## src/rtl/uart_word_loader.sv

```systemverilog
// -----------------------------------------------------------------------------
// uart_word_loader
//   UART receiver that packs serial bytes into memory words for the
//   instruction/data loader. Everything runs on clk. The raw line is brought in
//   through a two-flop synchroniser, and all bit sampling uses the synchronised
//   copy. A start bit that is gone by its mid-point is treated as a glitch and
//   dropped. Each frame can optionally carry a parity bit. A frame with a bad
//   stop bit or bad parity is flagged and discarded. Good bytes fill the lanes
//   of a word. When the last lane is written, the whole word is published on
//   buffer with a one-cycle uart_done strobe.
//
// Ports
//   clk         in   system clock
//   rst_p       in   synchronous reset, active-high (has priority over clr)
//   uart_rx     in   serial line, idle high, asynchronous to clk
//   clr         in   synchronous restart: abort frame, byte lane and data_addr -> 0
//   uart_done   out  1-cycle strobe: buffer/data_addr hold a complete word
//   buffer      out  assembled word, first received byte in bits [7:0]
//   data_addr   out  target address of the word in buffer
//   frame_err   out  1-cycle strobe: stop bit sampled low
//   parity_err  out  1-cycle strobe: parity mismatch
//   busy        out  high while a frame is being received
// -----------------------------------------------------------------------------
module uart_word_loader #(
    parameter int CLK_DIV        = 5208,
    parameter int DATA_BITS      = 8,
    parameter int PARITY_EN      = 0,
    parameter int PARITY_ODD     = 0,
    parameter int BYTES_PER_WORD = 4,
    parameter int ADDR_W         = 16,
    parameter int ADDR_STEP      = 4
) (
    input  logic                        clk,
    input  logic                        rst_p,
    input  logic                        uart_rx,
    input  logic                        clr,
    output logic                        uart_done,
    output logic [8*BYTES_PER_WORD-1:0] buffer,
    output logic [ADDR_W-1:0]           data_addr,
    output logic                        frame_err,
    output logic                        parity_err,
    output logic                        busy
);

    localparam int CNT_W = $clog2(CLK_DIV);
    localparam int IDX_W = (BYTES_PER_WORD > 1) ? $clog2(BYTES_PER_WORD) : 1;

    localparam logic [CNT_W-1:0] HALF_LAST = CNT_W'(CLK_DIV / 2 - 1);
    localparam logic [CNT_W-1:0] FULL_LAST = CNT_W'(CLK_DIV - 1);
    localparam logic [2:0]       LAST_BIT  = 3'(DATA_BITS - 1);
    localparam logic [IDX_W-1:0] LAST_IDX  = IDX_W'(BYTES_PER_WORD - 1);
    localparam logic             ODD       = (PARITY_ODD != 0);

    typedef enum logic [2:0] {
        S_IDLE,
        S_START,
        S_DATA,
        S_PARITY,
        S_STOP
    } state_t;

    state_t state, state_nx;

    logic                            rx_meta, rx_s, rx_prev;
    logic [CNT_W-1:0]                baud_cnt;
    logic [2:0]                      bit_cnt;
    logic [DATA_BITS-1:0]            shreg;
    logic                            par_bad;
    logic [IDX_W-1:0]                byte_idx;
    logic [BYTES_PER_WORD-1:0][7:0]  lanes;
    logic                            word_ready;

    logic sample;       // mid-bit sample point in the current state
    logic stop_sample;  // the stop bit is being sampled now
    logic accept;       // the frame just ended cleanly

    // ------------------------------------------------------------------
    // State register
    // ------------------------------------------------------------------
    // NOTE: clocked state is updated with <= so that every flop samples
    // values from before the edge, independent of process ordering.
    always_ff @(posedge clk) begin
        if (rst_p) state <= S_IDLE;
        else       state <= state_nx;
    end

    // ------------------------------------------------------------------
    // Next-state and sample-point decode
    // ------------------------------------------------------------------
    // NOTE: every signal assigned here gets a default first, so no path
    // leaves it unassigned and no latch is inferred.
    always_comb begin
        state_nx = state;
        sample   = 1'b0;
        unique case (state)
            S_IDLE: begin
                // Only a fresh 1->0 edge starts a frame, so a line held low
                // after a framing error cannot retrigger the receiver.
                if (rx_prev && !rx_s) state_nx = S_START;
            end
            S_START: begin
                if (baud_cnt == HALF_LAST) begin
                    sample   = 1'b1;
                    state_nx = rx_s ? S_IDLE : S_DATA;
                end
            end
            S_DATA: begin
                if (baud_cnt == FULL_LAST) begin
                    sample = 1'b1;
                    if (bit_cnt == LAST_BIT)
                        state_nx = (PARITY_EN != 0) ? S_PARITY : S_STOP;
                end
            end
            S_PARITY: begin
                if (baud_cnt == FULL_LAST) begin
                    sample   = 1'b1;
                    state_nx = S_STOP;
                end
            end
            S_STOP: begin
                if (baud_cnt == FULL_LAST) begin
                    sample   = 1'b1;
                    state_nx = S_IDLE;
                end
            end
            default: state_nx = S_IDLE;
        endcase
        if (clr) state_nx = S_IDLE;
    end

    assign stop_sample = (state == S_STOP) && sample && !clr;
    assign accept      = stop_sample && rx_s && !par_bad;
    assign busy        = (state != S_IDLE);

    // ------------------------------------------------------------------
    // Synchroniser, counters, receive datapath and word output
    // ------------------------------------------------------------------
    always_ff @(posedge clk) begin
        if (rst_p) begin
            rx_meta    <= 1'b1;
            rx_s       <= 1'b1;
            rx_prev    <= 1'b1;
            baud_cnt   <= '0;
            bit_cnt    <= '0;
            shreg      <= '0;
            par_bad    <= 1'b0;
            byte_idx   <= '0;
            word_ready <= 1'b0;
            uart_done  <= 1'b0;
            buffer     <= '0;
            data_addr  <= '0;
            frame_err  <= 1'b0;
            parity_err <= 1'b0;
        end else begin
            rx_meta <= uart_rx;
            rx_s    <= rx_meta;
            rx_prev <= rx_s;

            // The counter restarts at every sample point. It therefore wraps
            // at CLK_DIV-1 inside a bit period, and the half-bit start
            // sample puts the later samples in the middle of each bit.
            if (state == S_IDLE || state_nx == S_IDLE || sample) baud_cnt <= '0;
            else                                                  baud_cnt <= baud_cnt + 1'b1;

            if (state != S_DATA || state_nx != S_DATA) bit_cnt <= '0;
            else if (sample)                           bit_cnt <= bit_cnt + 3'd1;

            // Shifting in from the top leaves the first (LSB) bit at bit 0.
            if (state == S_DATA && sample)
                shreg <= {rx_s, shreg[DATA_BITS-1:1]};

            if (state == S_START)
                par_bad <= 1'b0;
            else if (state == S_PARITY && sample)
                par_bad <= (rx_s != ((^shreg) ^ ODD));

            frame_err  <= stop_sample && !rx_s;
            parity_err <= stop_sample && par_bad;

            if (clr)
                byte_idx <= '0;
            else if (accept)
                byte_idx <= (byte_idx == LAST_IDX) ? '0 : byte_idx + 1'b1;

            // The last lane lands on this edge. Publishing one cycle later
            // lets buffer take the completed lane array.
            word_ready <= accept && (byte_idx == LAST_IDX);
            uart_done  <= word_ready && !clr;
            if (word_ready && !clr)
                buffer <= lanes;

            // The address stays valid during uart_done and advances just after.
            if (clr)
                data_addr <= '0;
            else if (uart_done)
                data_addr <= data_addr + ADDR_W'(ADDR_STEP);
        end
    end

    // NOTE: the lane storage has no reset. byte_idx restarts at 0 after
    // reset or clr, so every lane is rewritten before a word is published.
    always_ff @(posedge clk) begin
        if (accept) begin
            for (int i = 0; i < BYTES_PER_WORD; i++) begin
                if (byte_idx == IDX_W'(i))
                    lanes[i] <= 8'(shreg);
            end
        end
    end

endmodule
```

## config.mk

```make
export PLATFORM = sky130hd
export DESIGN_NAME = uart_word_loader
export DESIGN_NICKNAME = d
export VERILOG_FILES = /design/src/rtl/uart_word_loader.sv
export SDC_FILE = /design/constraint.sdc
export NUM_CORES = 1
export LEC_CHECK = 0
export ABC_AREA = 0
export CAP_MARGIN = 20
export CORE_MARGIN = 3
export CORE_UTILIZATION = 50
export CTS_BUF_LIST = sky130_fd_sc_hd__clkbuf_2 sky130_fd_sc_hd__clkbuf_4 sky130_fd_sc_hd__clkbuf_8
export CTS_CLUSTER_DIAMETER = 60
export CTS_CLUSTER_SIZE = 24
export DETAILED_ROUTE_END_ITERATION = 10
export PLACE_DENSITY = 0.81
export SLEW_MARGIN = 20
export SYNTH_ARGS = -nofsm -noshare
export SYNTH_HDL_FRONTEND = slang
export SYNTH_SLANG_ARGS = --single-unit
```

## constraint.sdc

```tcl
create_clock -name clk -period 2.3 [get_ports clk]
set_clock_uncertainty 0.2 [all_clocks]
set_input_delay 0.23 -clock clk [delete_from_list [all_inputs] [get_ports clk]]
set_output_delay 0.23 -clock clk [all_outputs]
set_load 0.01 [all_outputs]
```

* Yosys cells after proc, flatten, opt, wreduce, memory -nomap -nowiden
Cells that the tools add are included.
** Operators by class
- $add $sub $neg :: 4
- Eq/ne operators :: 13
- Mux-type cells :: 13
- Reduce and logical (&&, ||, !) cells :: 31
** Operators by type and width (number)
- 3-bit 2-to-1 mux :: 7
- 16-bit by 3-bit adder with 16-bit output (second input constant) :: 1
- 3-bit one-hot mux with 5 select lines :: 1
- 13-bit by 1-bit adder with 13-bit output (second input constant) :: 1
- 13-bit by 12-bit equality test with 1-bit output (second input constant) :: 1
- 13-bit equality test (second input constant) :: 1
- 1-bit logical AND :: 11
- 2-bit AND reduction :: 4
- 2-bit OR reduction :: 4
- 8-bit parity :: 1
- 3-bit by 2-bit equality test with 1-bit output (second input constant) :: 2
- 3-bit equality test (second input constant) :: 2
- 3-bit logical NOT :: 2
- 3-bit by 2-bit != test with 1-bit output (second input constant) :: 2
- 2-bit equality test (second input constant) :: 2
- 2-bit 2-to-1 mux :: 2
- 3-bit by 1-bit adder with 3-bit output (second input constant) :: 1
- 3-bit by 1-bit equality test with 1-bit output (second input constant) :: 1
- 1-bit logical NOT :: 3
- 1-bit logical OR :: 3
- 3-bit nonzero test :: 1
- 3-bit OR reduction :: 1
- 2-bit by 1-bit adder with 2-bit output (second input constant) :: 1
- 2-bit by 1-bit equality test with 1-bit output (second input constant) :: 1
- other kinds (4) :: 5
** Word-level totals
- Bits in registers :: 117
- Output and inout port bits :: 52

* Longest topological paths before layout
Gate-level depths: netlist of the first run.
- Depth in word-level cells :: 9
- Depth in mapped cells :: 8
- Mapped depth without buffers :: 6

* Worst setup path before layout of the first run
No wires, ideal clock.
- Path kind :: flip-flop to flip-flop
- From :: register baud_cnt[0]
- To :: register lanes[0] (netlist bit) (enable)
- Setup time :: 0.332 ns
- Data arrival time :: 1.617 ns
- Path slack :: 0.152 ns
- Stages on the path, launching flop included :: 8
- Path buffers :: 2
- Period minus slack after synthesis :: 2.148 ns
- Cell sequence :: dfxtp_1 -> ha_1 -> nor3b_2 -> and4_1 -> buf_4 -> and3_1 -> buf_6 -> and2_1
** Between the ends
- Word-level cells in the longest chain between the ends :: 8
- Elaborated cells between the ends (all ways) :: 10
- Those cells by class :: eq/ne: 2; mux: 3; reduce/logical: 5
** RTL lines
- start: declaration :: line 65 : logic [CNT_W-1:0] baud_cnt;
- start signal: assignment :: line 163 : else baud_cnt <= baud_cnt + 1'b1;
- 13-bit equality test or 13-bit by 12-bit equality test with 1-bit output (tied branches)
- 1-bit 2-to-1 mux, on equally long branches
- 1-bit one-hot mux with 2 select lines (*) :: line 95 : unique case (state)
- 1-bit logical AND (*) (2 in a row) :: line 131 : assign stop_sample = (state == S_STOP) && sample && !clr;
- 1-bit logical AND (*) (2 in a row) :: line 132 : assign accept = stop_sample && rx_s && !par_bad;
- 2-bit AND reduction (no line) (*)
- end signal: indexed assignment :: line 206 : lanes[i] <= 8'(shreg);
- end: declaration :: line 70 : logic [BYTES_PER_WORD-1:0][7:0] lanes;
Every way passes the cells marked *; elsewhere a longest branch is shown, timed or not.
A chain may end at the register's enable or synchronous reset.

* Final worst setup path of the first run
- From :: register baud_cnt[0]
- To :: register lanes[30] (netlist bit) (enable)
Same word-level chain as after synthesis.

==> results.md, run 1 <==
* Final worst setup slack at 129 ps
* Max layer used: met4
* Grt ovf at 0
* Delay of the slowest cell on the worst path at 390 ps
* Pin count of the biggest net entering global routing at 46
* R2R Path Start: baud_cnt[0]
* Hold_buf cts at 0
* Buffers & Inverters on Critical Path at 1
* Critical Path Fanout Max at 9
* Maximum VDD drop at 0.536 mV
* Buffer depth of the longest clock path at 2
* Placed insts at 573
* Reg2Reg Depth at 6
* CP Capture Type: register
* Avg Inst Size Synth at 10.2 um^2
* Setup violators final at 0
* Antenna Cells at 0
* Number of max-cap violations at 0
* Die width at 99.3 um
* Routed met1 length at 3600 um
* CTS buffer count at 17
* Synth warn at 0
* Distinct cells, synth at 38
* Syn Inst Count at 427
* Min-delay src: uart_rx
* RSZ-0062 raised after global routing: false
* PostCTS Resize Cnt at 0
* Clock tree sinks at 115
* DR vias at 3,095
* Tcrit/Tclk final at 0.944
* CTS root buffer: clkbuf_8
* Initial antenna violation count at 0
* Post-synthesis sequential area ratio at 0.602
* Top cell type's share of synthesized area at 0.381
* Standard-cell rows at 33
* #FFs+latches synth at 115
* Synth area leader: dfxtp_1
* CTS tree: done
* Leakage power at 1.86 nW
* Total wire length at 8160 um
* GRT Util Overall at 0.182
* Critical Path AT at 2090 ps
* Delay-heaviest family, CP: simple AND/OR/NAND/NOR gates
* Gpl congestion at 0.842
* Met2 wire len at 3950 um
* Status: finished clean
* Worst R2R End: lanes[30]
* Drt initial violations at 220
* Final Non-Filler Cells at 605
* Slowest-stage cell, CP: dfxtp_1
* Global-route wire length before repair at 14,200 um
* Buffer count from post-CTS setup fixing at 0
* DRT antenna net count at 0
* Class of the worst hold path: in2reg
* Hold Crit Depth at 2
* Post-DP HPWL at 5460 um
* Wire per inst at 13.5 um
* Slew Limit Fails at 0
* Vias per cell at 5.12
* First-pass DRT Iterations at 5
* Clk Latency, worst-skew pair at 410 ps
* Worst-path clk slew at 70 ps
* Worst slack, placed at 108 ps
* R2r setup slk at 130 ps
* Cell area after layout at 0.00541 mm^2
* WP data required at 2220 ps
* Top cells by area, synth: dfxtp_1 (38%), edfxtp_1 (22%), nand2_1 (7.4%)
* Period minus WS final at 2170 ps
* Crit Path Class: reg2reg
* Synthesized cell area at 0.00436 mm^2
* Placed cell area at 0.00498 mm^2
* Core area at 0.00834 mm^2
* P&R area growth vs syn at 24.2%
* Vias in the first global route at 3,079
* Effective utilization at floorplan at 0.522
* Achievable Freq at 0.461 GHz
* H-tree lvl count at 4
* Crit path launch type: register
* Routed wl met3 at 527 um
* Hold Fails Final Rpt at 0
* PortBufs at 53
* Pwr per Cell Area at 751 mW/mm^2
* IO Pins at 56
* CP Cell Sequence: ha_1 > nor3b_2 > and4_1 > and3_1 > buf_4 > and2_4
* Worst Hold End: rx_meta
* Layout Nets at 499
* Fin Setup TNS at 0 ps
* Share of cells above drive strength 1 at 0.108
* Die height at 99.3 um
* DRC viols at 0
* Die area at 0.00987 mm^2
* Crit. Startpoint: baud_cnt[0]
==> kinds of logic (layout without fill, tap and decap cells) <==
family | Yosys count | count (layout) | share of synthesized area
AO/OA/AOI/OAI | 51 | 51 | 0.0621
XOR/XNOR | 30 | 30 | 0.0635
adder cells (fa/ha/maj) | 8 | 8 | 0.0230
AND/OR/NAND/NOR | 191 | 191 | 0.208
other | 1 | 2 | 0.000861
multiplexers | 6 | 6 | 0.0138
flip-flops | 115 | 115 | 0.602
buffers and inverters | 25 | 97 | 0.0267
==> layer usage <==
layer | global-route usage | up-vias
met5 | 0 | -
met2 | 0.300 | 98
li1 | - | 1566
met4 | 0.0704 | 0
met1 | 0.218 | 1420
met3 | 0.0652 | 11
==> cell type report <==
| class | count | area [um^2] |
|---|---|---|
| Clock inverter | 12 | 153 |
| Tap cell | 105 | 131 |
| Fill cell | 684 | 2930 |
| Timing Repair Buffer | 61 | 591 |
| Sequential cell | 115 | 2620 |
| Clock buffer | 20 | 269 |
| Inverter | 4 | 15.0 |
| Multi-Input combinational cell | 288 | 1630 |
==> synth_stat cells, drive strengths merged <==
master   instances
xnor2           11
o2bb2ai          1
and4b            1
inv              4
or3              3
a21oi           44
o21ai            3
ha               8
nand3           19
and4bb           1
nor2            36
and3             8
and2             6
and4             3
xor2            18
xnor3            1
o22ai            1
nand2           86
nand4            6
edfxtp          32
a211oi           1
nor2b            5
nor3             5
nor3b            5
and3b            1
dfxtp           83
clkbuf          14
buf              7
nand2b           2
a31oi            1
conb             1
mux2i            6
or2              4
==> metrics by stage <==
step                      utilization  hold WS [ps]  power, mW
after floorplan                     -           134       2.15
after global routing            0.648           165       4.23
after global placement          0.597           197       2.16
after detailed placement        0.597           215       2.16
after CTS                       0.648           158       4.11
final                           0.648           185       4.06
==> power breakdown <==
group | leakage [nW] | switching [mW] | internal [mW]
Sequential | 0.965 | 0.00280 | 2.07
Clock | 0.213 | 0.803 | 1.14
Combinational | 0.679 | 0.0266 | 0.0132
Total | 1.86 | 0.832 | 3.23
==> registers in the layout, summed over array words and instances, names as in the netlist <==
| signal | count |
|---|---|
| bit_cnt | 3 |
| frame_err | 1 |
| byte_idx | 2 |
| uart_done | 1 |
| baud_cnt | 13 |
| shreg | 8 |
| rx_s | 1 |
| rx_prev | 1 |
| parity_err | 1 |
| state | 3 |
| data_addr | 14 |
| lanes | 32 |
| par_bad | 1 |
| rx_meta | 1 |
| word_ready | 1 |
| buffer | 32 |
==> worst max path at each step <==
| stage | slack [ps] | depth (start not counted) | endpoint |
|---|---|---|---|
| floorplan | 150 | 7 | lanes[0] |
| global placement | 140 | 5 | lanes[21] |
| detailed placement | 110 | 5 | lanes[21] |
| CTS | 100 | 5 | lanes[19] |
| global route | 10 | 6 | lanes[26] |
| finish | 130 | 6 | lanes[30] |
==> placed cells by master, fill, tap and decap left out, drive strengths merged, types with 2 or more instances in the layout <==
cell type       n
a21oi          44
and2            6
and3            8
and4            3
buf             8
bufinv          3
clkbuf         20
clkdlybuf4s50  53
clkinv          4
clkinvlp        2
conb            2
dfxtp          83
edfxtp         32
ha              8
inv             7
mux2i           6
nand2          86
nand2b          2
nand3          19
nand4           6
nor2           36
nor2b           5
nor3            5
nor3b           5
o21ai           3
or2             4
or3             3
xnor2          11
xor2           18
==> worst register-to-register path, stage by stage (launching register included) <==
cell	delay (ps)
dfxtp_1	390
ha_1	230
nor3b_2	230
and4_1	230
and3_1	240
buf_4	160
and2_4	200
No activity file was read; power rests on OpenSTA's default activity.
==> inputs of run 2 (changes only) <==
--- a/config.mk
+++ b/config.mk
@@ -14,6 +14,7 @@
 export CTS_CLUSTER_SIZE = 24
 export DETAILED_ROUTE_END_ITERATION = 10
 export PLACE_DENSITY = 0.81
+export SKIP_CTS_REPAIR_TIMING = 1
 export SLEW_MARGIN = 20
 export SYNTH_ARGS = -nofsm -noshare
 export SYNTH_HDL_FRONTEND = slang
==> results of run 2 <==
No change in the layout: final DEF, timing and power equal those of run 1.
